<file path="src/rtl/apb_uart_tx.sv">
// APB-controlled UART transmitter: a one-entry holding buffer feeds a start/data/stop
// framer that shifts LSB first, using a bit period and data size captured at each frame start.
module apb_uart_tx #(
    parameter logic [13:0] RESET_BIT_PERIOD = 14'd10,
    parameter logic [3:0]  RESET_DATA_SIZE  = 4'd8
) (
    input  logic       clk,
    input  logic       rst,
    input  logic       psel,
    input  logic [2:0] paddr,
    input  logic       penable,
    input  logic       pwrite,
    input  logic [7:0] pwdata,
    output logic [7:0] prdata,
    output logic       pslverr,
    output logic       serial_out
);

    typedef enum logic [1:0] {S_IDLE, S_START, S_DATA, S_STOP} state_t;

    state_t      state_q, state_d;
    logic [13:0] bit_period_q, bit_period_d;
    logic [3:0]  data_size_q, data_size_d;
    logic [7:0]  tx_data_q, tx_data_d;
    logic [7:0]  buf_q, buf_d;
    logic        buf_full_q, buf_full_d;
    logic        overrun_q, overrun_d;
    logic [7:0]  shift_q, shift_d;
    logic [13:0] cnt_q, cnt_d;
    logic [3:0]  bit_idx_q, bit_idx_d;
    logic [13:0] frame_period_q, frame_period_d;
    logic [3:0]  frame_size_q, frame_size_d;
    logic        serial_q, serial_d;

    logic access;
    logic size_ok;
    logic bit_done;
    logic load_frame;

    assign access     = psel & penable;
    assign size_ok    = (pwdata >= 8'd5) && (pwdata <= 8'd8);
    assign bit_done   = (cnt_q == frame_period_q);
    // The buffer empties on the edge a frame is loaded, so a write on that edge is not an overrun.
    assign load_frame = buf_full_q && ((state_q == S_IDLE) || (state_q == S_STOP && bit_done));
    assign serial_out = serial_q;

    always_comb begin
        pslverr = 1'b0;
        if (psel) begin
            case (paddr)
                3'd0, 3'd1: pslverr = pwrite;
                3'd4:       pslverr = pwrite & ~size_ok;
                3'd5, 3'd7: pslverr = 1'b1;
                default:    pslverr = 1'b0;
            endcase
        end
    end

    always_comb begin
        prdata = 8'h00;
        if (psel) begin
            case (paddr)
                3'd0:    prdata = {6'b0, buf_full_q, state_q != S_IDLE};
                3'd1:    prdata = {7'b0, overrun_q};
                3'd2:    prdata = bit_period_q[7:0];
                3'd3:    prdata = {2'b0, bit_period_q[13:8]};
                3'd4:    prdata = {4'b0, data_size_q};
                3'd6:    prdata = tx_data_q;
                default: prdata = 8'h00;
            endcase
        end
    end

    always_comb begin
        // NOTE: every target gets its hold value first so no path through this block infers a latch.
        state_d        = state_q;
        bit_period_d   = bit_period_q;
        data_size_d    = data_size_q;
        tx_data_d      = tx_data_q;
        buf_d          = buf_q;
        buf_full_d     = buf_full_q;
        overrun_d      = overrun_q;
        shift_d        = shift_q;
        cnt_d          = cnt_q;
        bit_idx_d      = bit_idx_q;
        frame_period_d = frame_period_q;
        frame_size_d   = frame_size_q;
        serial_d       = serial_q;

        if (state_q != S_IDLE) begin
            cnt_d = bit_done ? 14'd1 : cnt_q + 14'd1;
        end

        case (state_q)
            S_START: begin
                if (bit_done) begin
                    state_d   = S_DATA;
                    serial_d  = shift_q[0];
                    bit_idx_d = 4'd0;
                end
            end
            S_DATA: begin
                if (bit_done) begin
                    if (bit_idx_q == frame_size_q - 4'd1) begin
                        state_d  = S_STOP;
                        serial_d = 1'b1;
                    end else begin
                        shift_d   = shift_q >> 1;
                        serial_d  = shift_q[1];
                        bit_idx_d = bit_idx_q + 4'd1;
                    end
                end
            end
            S_STOP: begin
                if (bit_done && !buf_full_q) begin
                    state_d = S_IDLE;
                end
            end
            default: ;
        endcase

        if (load_frame) begin
            state_d        = S_START;
            shift_d        = buf_q;
            buf_full_d     = 1'b0;
            frame_period_d = (bit_period_q < 14'd2) ? 14'd2 : bit_period_q;
            frame_size_d   = data_size_q;
            cnt_d          = 14'd1;
            serial_d       = 1'b0;
        end

        if (access && !pwrite && paddr == 3'd1) begin
            overrun_d = 1'b0;
        end

        if (access && pwrite && !pslverr) begin
            case (paddr)
                3'd2: bit_period_d[7:0]  = pwdata;
                3'd3: bit_period_d[13:8] = pwdata[5:0];
                3'd4: data_size_d        = pwdata[3:0];
                3'd6: begin
                    if (!buf_full_q || load_frame) begin
                        buf_d      = pwdata;
                        tx_data_d  = pwdata;
                        buf_full_d = 1'b1;
                    end else begin
                        overrun_d = 1'b1;
                    end
                end
                default: ;
            endcase
        end
    end

    always_ff @(posedge clk) begin
        // NOTE: non-blocking assignments so every register samples pre-edge values.
        if (rst) begin
            state_q        <= S_IDLE;
            bit_period_q   <= RESET_BIT_PERIOD;
            data_size_q    <= RESET_DATA_SIZE;
            tx_data_q      <= 8'h00;
            buf_q          <= 8'h00;
            buf_full_q     <= 1'b0;
            overrun_q      <= 1'b0;
            shift_q        <= 8'h00;
            cnt_q          <= 14'd1;
            bit_idx_q      <= 4'd0;
            frame_period_q <= 14'd2;
            frame_size_q   <= 4'd8;
            serial_q       <= 1'b1;
        end else begin
            state_q        <= state_d;
            bit_period_q   <= bit_period_d;
            data_size_q    <= data_size_d;
            tx_data_q      <= tx_data_d;
            buf_q          <= buf_d;
            buf_full_q     <= buf_full_d;
            overrun_q      <= overrun_d;
            shift_q        <= shift_d;
            cnt_q          <= cnt_d;
            bit_idx_q      <= bit_idx_d;
            frame_period_q <= frame_period_d;
            frame_size_q   <= frame_size_d;
            serial_q       <= serial_d;
        end
    end

endmodule

</file>
<file path="config.mk">
export PLATFORM = sky130hd
export DESIGN_NAME = apb_uart_tx
export DESIGN_NICKNAME = d
export VERILOG_FILES = /design/src/rtl/apb_uart_tx.sv
export SDC_FILE = /design/constraint.sdc
export NUM_CORES = 1
export LEC_CHECK = 0
export BUFFER_PORTS_ARGS = -buffer_cell sky130_fd_sc_hd__clkbuf_2
export CORE_MARGIN = 10
export CORE_UTILIZATION = 55
export DETAILED_ROUTE_END_ITERATION = 12
export PLACE_DENSITY = 0.74
export SKIP_LAST_GASP = 1
export SYNTH_ARGS = -nofsm -noshare
export SYNTH_HDL_FRONTEND = slang
export SYNTH_SLANG_ARGS = --single-unit
</file>
<file path="constraint.sdc">
create_clock -name clk -period 2.7 [get_ports clk]
set_input_delay 0.27 -clock clk [delete_from_list [all_inputs] [get_ports clk]]
set_output_delay 0.27 -clock clk [all_outputs]
set_load 0.005 [all_outputs]
</file>
==> results of run 1 <==
-- per-layer routing --
metal	up-vias	wire length (um)	track usage, %
met5	-	0	0
met4	0	87	5.467
met3	11	511	4.833
met2	88	4215	25.77
met1	1517	4193	20.97
li1	1595	-	-
-- cell usage after synthesis (all sizes together) (4+ instances only) --
library cell,number
dfxtp,75
xnor2,7
nand2b,6
nand2,41
a31o,4
a31oi,8
ha,8
nor2,58
inv,17
nor4,8
nand3,12
clkbuf,17
nand4b,4
nand4,11
mux2i,50
a21oi,15
o21ai,21
nor3,14
xor2,24
buf,6
-- worst min-delay path: stages --
cell	delay (ns)
clkbuf_2	0.12
nand2_1	0.06
mux2i_1	0.06
-- cell type report --
| type | instances | share of cell area, % |
|---|---|---|
| clock buffers | 11 | 3.309 |
| multi-input cells | 326 | 52.04 |
| repair buffers | 33 | 4.334 |
| inverters | 17 | 1.493 |
| clock inverters | 5 | 0.8785 |
| flip-flops and latches | 75 | 35.14 |
| well taps | 96 | 2.811 |
-- kinds of logic (layout without fill, tap and decap cells) --
group                    Yosys count  count (layout)
adder cells (fa/ha/maj)            8               8
AND/OR/NAND/NOR                  168             168
buffers and inverters             40              66
flip-flops                        75              75
AO/OA/AOI/OAI                     66              66
multiplexers                      52              52
XOR/XNOR                          32              32
-- cell usage in the layout, fill, tap and decap left out, types with 6 or more instances in the layout --
cell type	n
a31oi_1	8
mux2i_1	50
nand4_1	11
nor2_1	58
xor2_1	24
nor3_1	13
dfxtp_1	75
inv_1	17
nand3_1	12
clkbuf_8	10
xnor2_1	7
a21oi_1	14
ha_1	8
clkbuf_2	25
nand2_1	41
nand2b_1	6
o21ai_0	20
buf_4	8
-- power breakdown --
part	internal [mW]	switching (mW)
clock	0.362	0.429
sequential	1.11	0.00445
combinational	0.0363	0.0699
-- sequential cells by signal, summed over array words and instances (netlist names), 2 cells and up --
register and flops:
frame_period_q 14, bit_period_q 14, frame_size_q 4, shift_q 8, data_size_q 4, buf_q 8, cnt_q 14, state_q 2
bit_idx_q 4
-- worst min path at each step --
stage	from	to	slack (ns)	cells past startpoint
2_1_floorplan	pwdata[1]	bit_period_q[1]$_SDFFE_PP1P_	0.40	2
3_3_place_gp	frame_period_q[0]$_SDFFE_PP0P_	frame_period_q[0]$_SDFFE_PP0P_	0.46	2
3_5_place_dp	frame_period_q[0]$_SDFFE_PP0P_	frame_period_q[0]$_SDFFE_PP0P_	0.47	2
4_1_cts	pwdata[7]	buf_q[7]$_SDFFE_PP0P_	0.20	3
5_1_grt	pwdata[4]	buf_q[4]$_SDFFE_PP0P_	0.23	3
6_report	pwdata[7]	buf_q[7]$_SDFFE_PP0P_	0.22	3
-- metrics by stage --
step | hold WS (ns) | util (%) | total power, mW | worst slack, ns
3_5_place_dp | 0.4660 | 60.26 | 1.244 | 0.4534
2_1_floorplan | 0.3985 | - | 1.204 | 0.8513
6_report | 0.2159 | 62.89 | 2.011 | 0.3159
5_1_grt | 0.2257 | 62.89 | 2.072 | 0.1714
4_1_cts | 0.2032 | 62.89 | 2.017 | 0.3258
3_3_place_gp | 0.4599 | 60.26 | 1.243 | 0.5869
==> flow_summary.yaml, run 1 <==
timing:
  finalCritPeriodShare_pct: 88.30
  slew_headroom_pct: 54.39
  rsz0062_at_grt: "no"
  maxSlewViolCount: 0
  fin_tns_setup_ns: 0
  tightestPinTransition_ns: 0.6785
  fmax_mhz: 419.4
  setup_violations: 0
  finClkSkew_ns: 0.006234
  hold_violations: 0
  fin_crit_ns: 2.384
clock_tree:
  root_buffer: "clkbuf_8"
  clockBufferDepth: 2
  cts_tree: "done"
  cts.repair.resized: 0
  clkSlewWorstSetupHoldPaths_ns: 0.08
  cts_hold_buf: 0
  cts.sinks: 75
  clock_latency_ns: 0.35
  htreeDepth: 3
  cts_setup_buffers: 0
  cts_buffers: 9
synth:
  yosys-mux-area-fraction_pct: 14.12
  synth_compound_area_share_pct: 11.04
  async_reset_ff_share_pct: 0
  syn-num-nets: 465
  synth_edf_count: 0
  ys.flop_type: "dfxtp_1"
  yosysWarnings: 0
  synth_area_sq_um: 3864
  synth.top_cell.area_share_pct: 38.86
  synth_xor_area_share_pct: 7.610
  yosys.area.top_type: "dfxtp_1"
  ys_seq_area_share_pct: 38.86
  synth_top_family_by_area: "simple AND/OR/NAND/NOR gates"
  ys_types: 50
  synth-simple-area-share_pct: 21.70
  synth_fa_ha_area_share_pct: 2.591
  syn_area_per_cell_sq_um: 8.761
  syn_inst: 441
  synthTopCellsByArea: "dfxtp_1 (39%), mux2i_1 (13%), nor2_1 (5.6%)"
  ys_ff_latch: 75
routing:
  ant_nets: 0
  drtIter0Drc: 296
  vias: 3211
  vias_per_cell: 5.703
  drc: 0
  wl_per_cell_um: 16.00
  first_pass_iters: 6
  finalWirelength_um: 9008
power:
  leakagePower_nw: 1.729
  powerDensity_nw_per_um2: 470.5
  ir_drop_v: 0.0003097
cells_and_area:
  n_fill_cell: 569
  fin_nets: 486
  multi_input_area_sq_um: 2223
  drive_gt1_share_pct: 13.49
  diodes: 0
  syn_to_final_growth_pct: 10.59
  finalInstanceArea_sq_um: 4273
  fin_cells: 563
  regArea_sq_um: 1501
floorplanning:
  die_h_um: 103.8
  initial_core_util_pct: 56.87
  coreArea_sq_um: 6794
  ioPinCount: 26
  placementRows: 30
  die_w_um: 103.8
  dieArea_sq_um: 10780
worst_setup_path:
  reg2reg_from: "cnt_q[0]$_SDFFE_PP1N_"
  r2r_end: "buf_q[3]$_SDFFE_PP0P_"
  arrival_ns: 2.11
  r2r_cells: 5
  crit_type: "reg -> out"
  cp_slowest_cell: "mux4_2"
  crit_path_end_kind: "output pin"
  r2r_slack_ns: 0.43
  crit_fanout: 9
  cp_top_family: "multiplexers"
  worst_path_most_repeated_cell: "inv_1"
  cp.depth: 7
  path_cells: "inv_1 -> ha_1 -> inv_1 -> mux4_2 -> o21ai_0 -> nor2_1 -> clkbuf_2"
  startpoint: "state_q[0]$_SDFFE_PP0P_"
  crit_buf_inv: 3
  required_ns: 2.43
  startpoint_type: "register"
  crit_path_max_incr_delay_ns: 0.46
  crit_end: "prdata[0]"
placement:
  dpl_cell_area_sq_um: 4094
  numPortBuffers: 25
  dp.cells: 547
  hpwl_um: 6566
  gp_congestion: 0.8525
job:
  maxCapViolCount: 0
hold_path:
  min_path_type: "in -> reg"
grt:
  grt_overflow: 0
  grt_first_pass_wirelength_um: 15040
  grt_usage_pct: 16.41
  antenna_found_initial: 0
  grt_pass1_vias: 3078
  grt_max_degree: 44
run_status:
  run_status: "finished clean"
No activity file was read; power rests on OpenSTA's default activity.
==> inputs of run 2 (changes only) <==
CTS_BUF_LIST = sky130_fd_sc_hd__clkbuf_2 sky130_fd_sc_hd__clkbuf_4 sky130_fd_sc_hd__clkbuf_8   (was not set)
==> run 2 against run 1 <==
- total power up 0.35%
- clock-buffer cell count unchanged
- fmax down 0.18%
- utilization up 0.055 points
- via count down 0.19%
- critical path depth unchanged
- first-iteration DRC count up 5.7%
- register-to-register slack about the same
- setup slack worse by 0.0044 ns
- combinational power about the same
- routed wire length about the same
- critical path type unchanged
- final cell count unchanged
==> flow_summary.yaml, run 2 (synthesis gave the netlist of run 1 again) <==
worst_setup_path:
  required_ns: 2.43
  r2r_cells: 5
  cp_slowest_cell: "mux4_2"
  reg2reg_from: "cnt_q[0]$_SDFFE_PP1N_"
  crit_type: "reg -> out"
  crit_fanout: 9
  arrival_ns: 2.12
  startpoint: "state_q[0]$_SDFFE_PP0P_"
  crit_path_max_incr_delay_ns: 0.46
  r2r_slack_ns: 0.44
  worst_path_most_repeated_cell: "inv_1"
  r2r_end: "buf_q[3]$_SDFFE_PP0P_"
  path_cells: "inv_1 -> ha_1 -> inv_1 -> mux4_2 -> o21ai_0 -> nor2_1 -> clkbuf_2"
  startpoint_type: "register"
  crit_path_end_kind: "output pin"
cells_and_area:
  reg_top3: "bit_period_q: 14 flops, cnt_q: 14 flops, frame_period_q: 14 flops"
  syn_to_final_growth_pct: 10.69
  drive_gt1_share_pct: 13.70
  fin_nets: 486
  n_fill_cell: 569
  final_cell_mix: "dfxtp_1 (75), nor2_1 (58), mux2i_1 (50), nand2_1 (41), clkbuf_2 (25)"
  fin_util_pct: 62.95
  diodes: 0
  mostFrequentLayoutCell: "dfxtp_1"
routing:
  vias: 3205
  drc: 0
  first_pass_iters: 4
  vias_per_cell: 5.693
  finalWirelength_um: 9010
  drtIter0Drc: 313
  wl_per_cell_um: 16.00
  ant_nets: 0
floorplanning:
  placementRows: 30
  die_h_um: 103.8
  die_w_um: 103.8
  ioPinCount: 26
  coreArea_sq_um: 6794
  initial_core_util_pct: 56.87
  dieArea_sq_um: 10780
clock_tree:
  cts_tree: "done"
  clock_latency_ns: 0.35
  cts_setup_buffers: 0
  htreeDepth: 3
  cts.sinks: 75
  root_buffer: "clkbuf_8"
  clockBufferDepth: 2
  clkSlewWorstSetupHoldPaths_ns: 0.08
  cts_buffers: 9
  cts.repair.resized: 0
  cts_hold_buf: 0
placement:
  numPortBuffers: 25
  hpwl_um: 6566
  dp_slack_ns: 0.4534
  gp_congestion: 0.8525
job:
  maxCapViolCount: 0
grt:
  grt_first_pass_wirelength_um: 15010
  grt_pass1_vias: 3077
  grt_usage_pct: 16.38
  antenna_found_initial: 0
  grt_max_degree: 44
  grt_overflow: 0
timing:
  fin_crit_ns: 2.389
  slew_headroom_pct: 54.50
  finClkSkew_ns: 0.007517
  fin_tns_setup_ns: 0
  tightestPinTransition_ns: 0.6768
  hold_violations: 0
  finalCritPeriodShare_pct: 88.46
  worst_slack_ns: 0.3115
  fmax_mhz: 418.7
  setup_violations: 0
  whs_ns: 0.2175
  maxSlewViolCount: 0
  rsz0062_at_grt: "no"
power:
  ir_drop_v: 0.0003102
  leakagePower_nw: 1.732
  powerDensity_nw_per_um2: 471.8
run_status:
  run_status: "finished clean"
hold_path:
  min_path_type: "in -> reg"
  hold_path_end: "buf_q[7]$_SDFFE_PP0P_"
  min_path_cells: 3
  holdCritStartpoint: "pwdata[7]"
[run 2: cell counts in the layout (fill, tap and decap cells not counted)]
No cell type changed its count.
[run 2: layout make-up]
type / instances / area, sq um / share of cell area [%]
clock inverters: 5 / 37.54 / 0.8777
multi-input cells: 326 / 2223 / 51.99
inverters: 17 / 63.81 / 1.492
flip-flops and latches: 75 / 1501 / 35.11
clock buffers: 11 / 145.1 / 3.394
repair buffers: 33 / 185.2 / 4.330
well taps: 96 / 120.1 / 2.809
[run 2: worst max-delay path: cells and delay by family (launching register included)]
| family | cells | cell delay [ns] |
|---|---|---|
| AOI/OAI and AO/OA | 1 | 0.21 |
| adders and majority gates | 1 | 0.39 |
| buffers and inverters | 3 | 0.28 |
| DFF | 1 | 0.36 |
| muxes | 1 | 0.46 |
| and+or+nand+nor | 1 | 0.06 |
[run 2: metrics by stage]
stage	power, mW	cell area (sq um)	instances
after floorplan	1.204	3864	441
after global placement	1.243	4094	547
after detailed placement	1.244	4094	547
after CTS	2.028	4277	563
after global routing	2.083	4277	563
final	2.018	4277	563
[run 2: worst max-delay path by stage]
stage / endpoint / cells past startpoint
6_report: prdata[0] / 7
5_1_grt: prdata[0] / 7
4_1_cts: prdata[0] / 7
3_3_place_gp: bit_idx_q[3]$_SDFFE_PP0P_ / 6
2_1_floorplan: state_q[0]$_SDFFE_PP0P_ / 9
3_5_place_dp: buf_q[3]$_SDFFE_PP0P_ / 5
[run 2: power by group]
group / internal (mW) / switching, mW / total, mW
clock network: 0.372 / 0.425 / 0.798
logic: 0.0363 / 0.0703 / 0.107
registers: 1.11 / 0.00444 / 1.11
[run 2: metal layers]
| layer | share of wire [%] | vias to the layer above | GRT usage [%] |
|---|---|---|---|
| met5 | 0 | - | 0 |
| met4 | 1.1 | 0 | 5.467 |
| met3 | 5.6 | 8 | 4.833 |
| met2 | 47 | 96 | 25.77 |
| met1 | 46 | 1505 | 20.90 |
| li1 | - | 1596 | - |
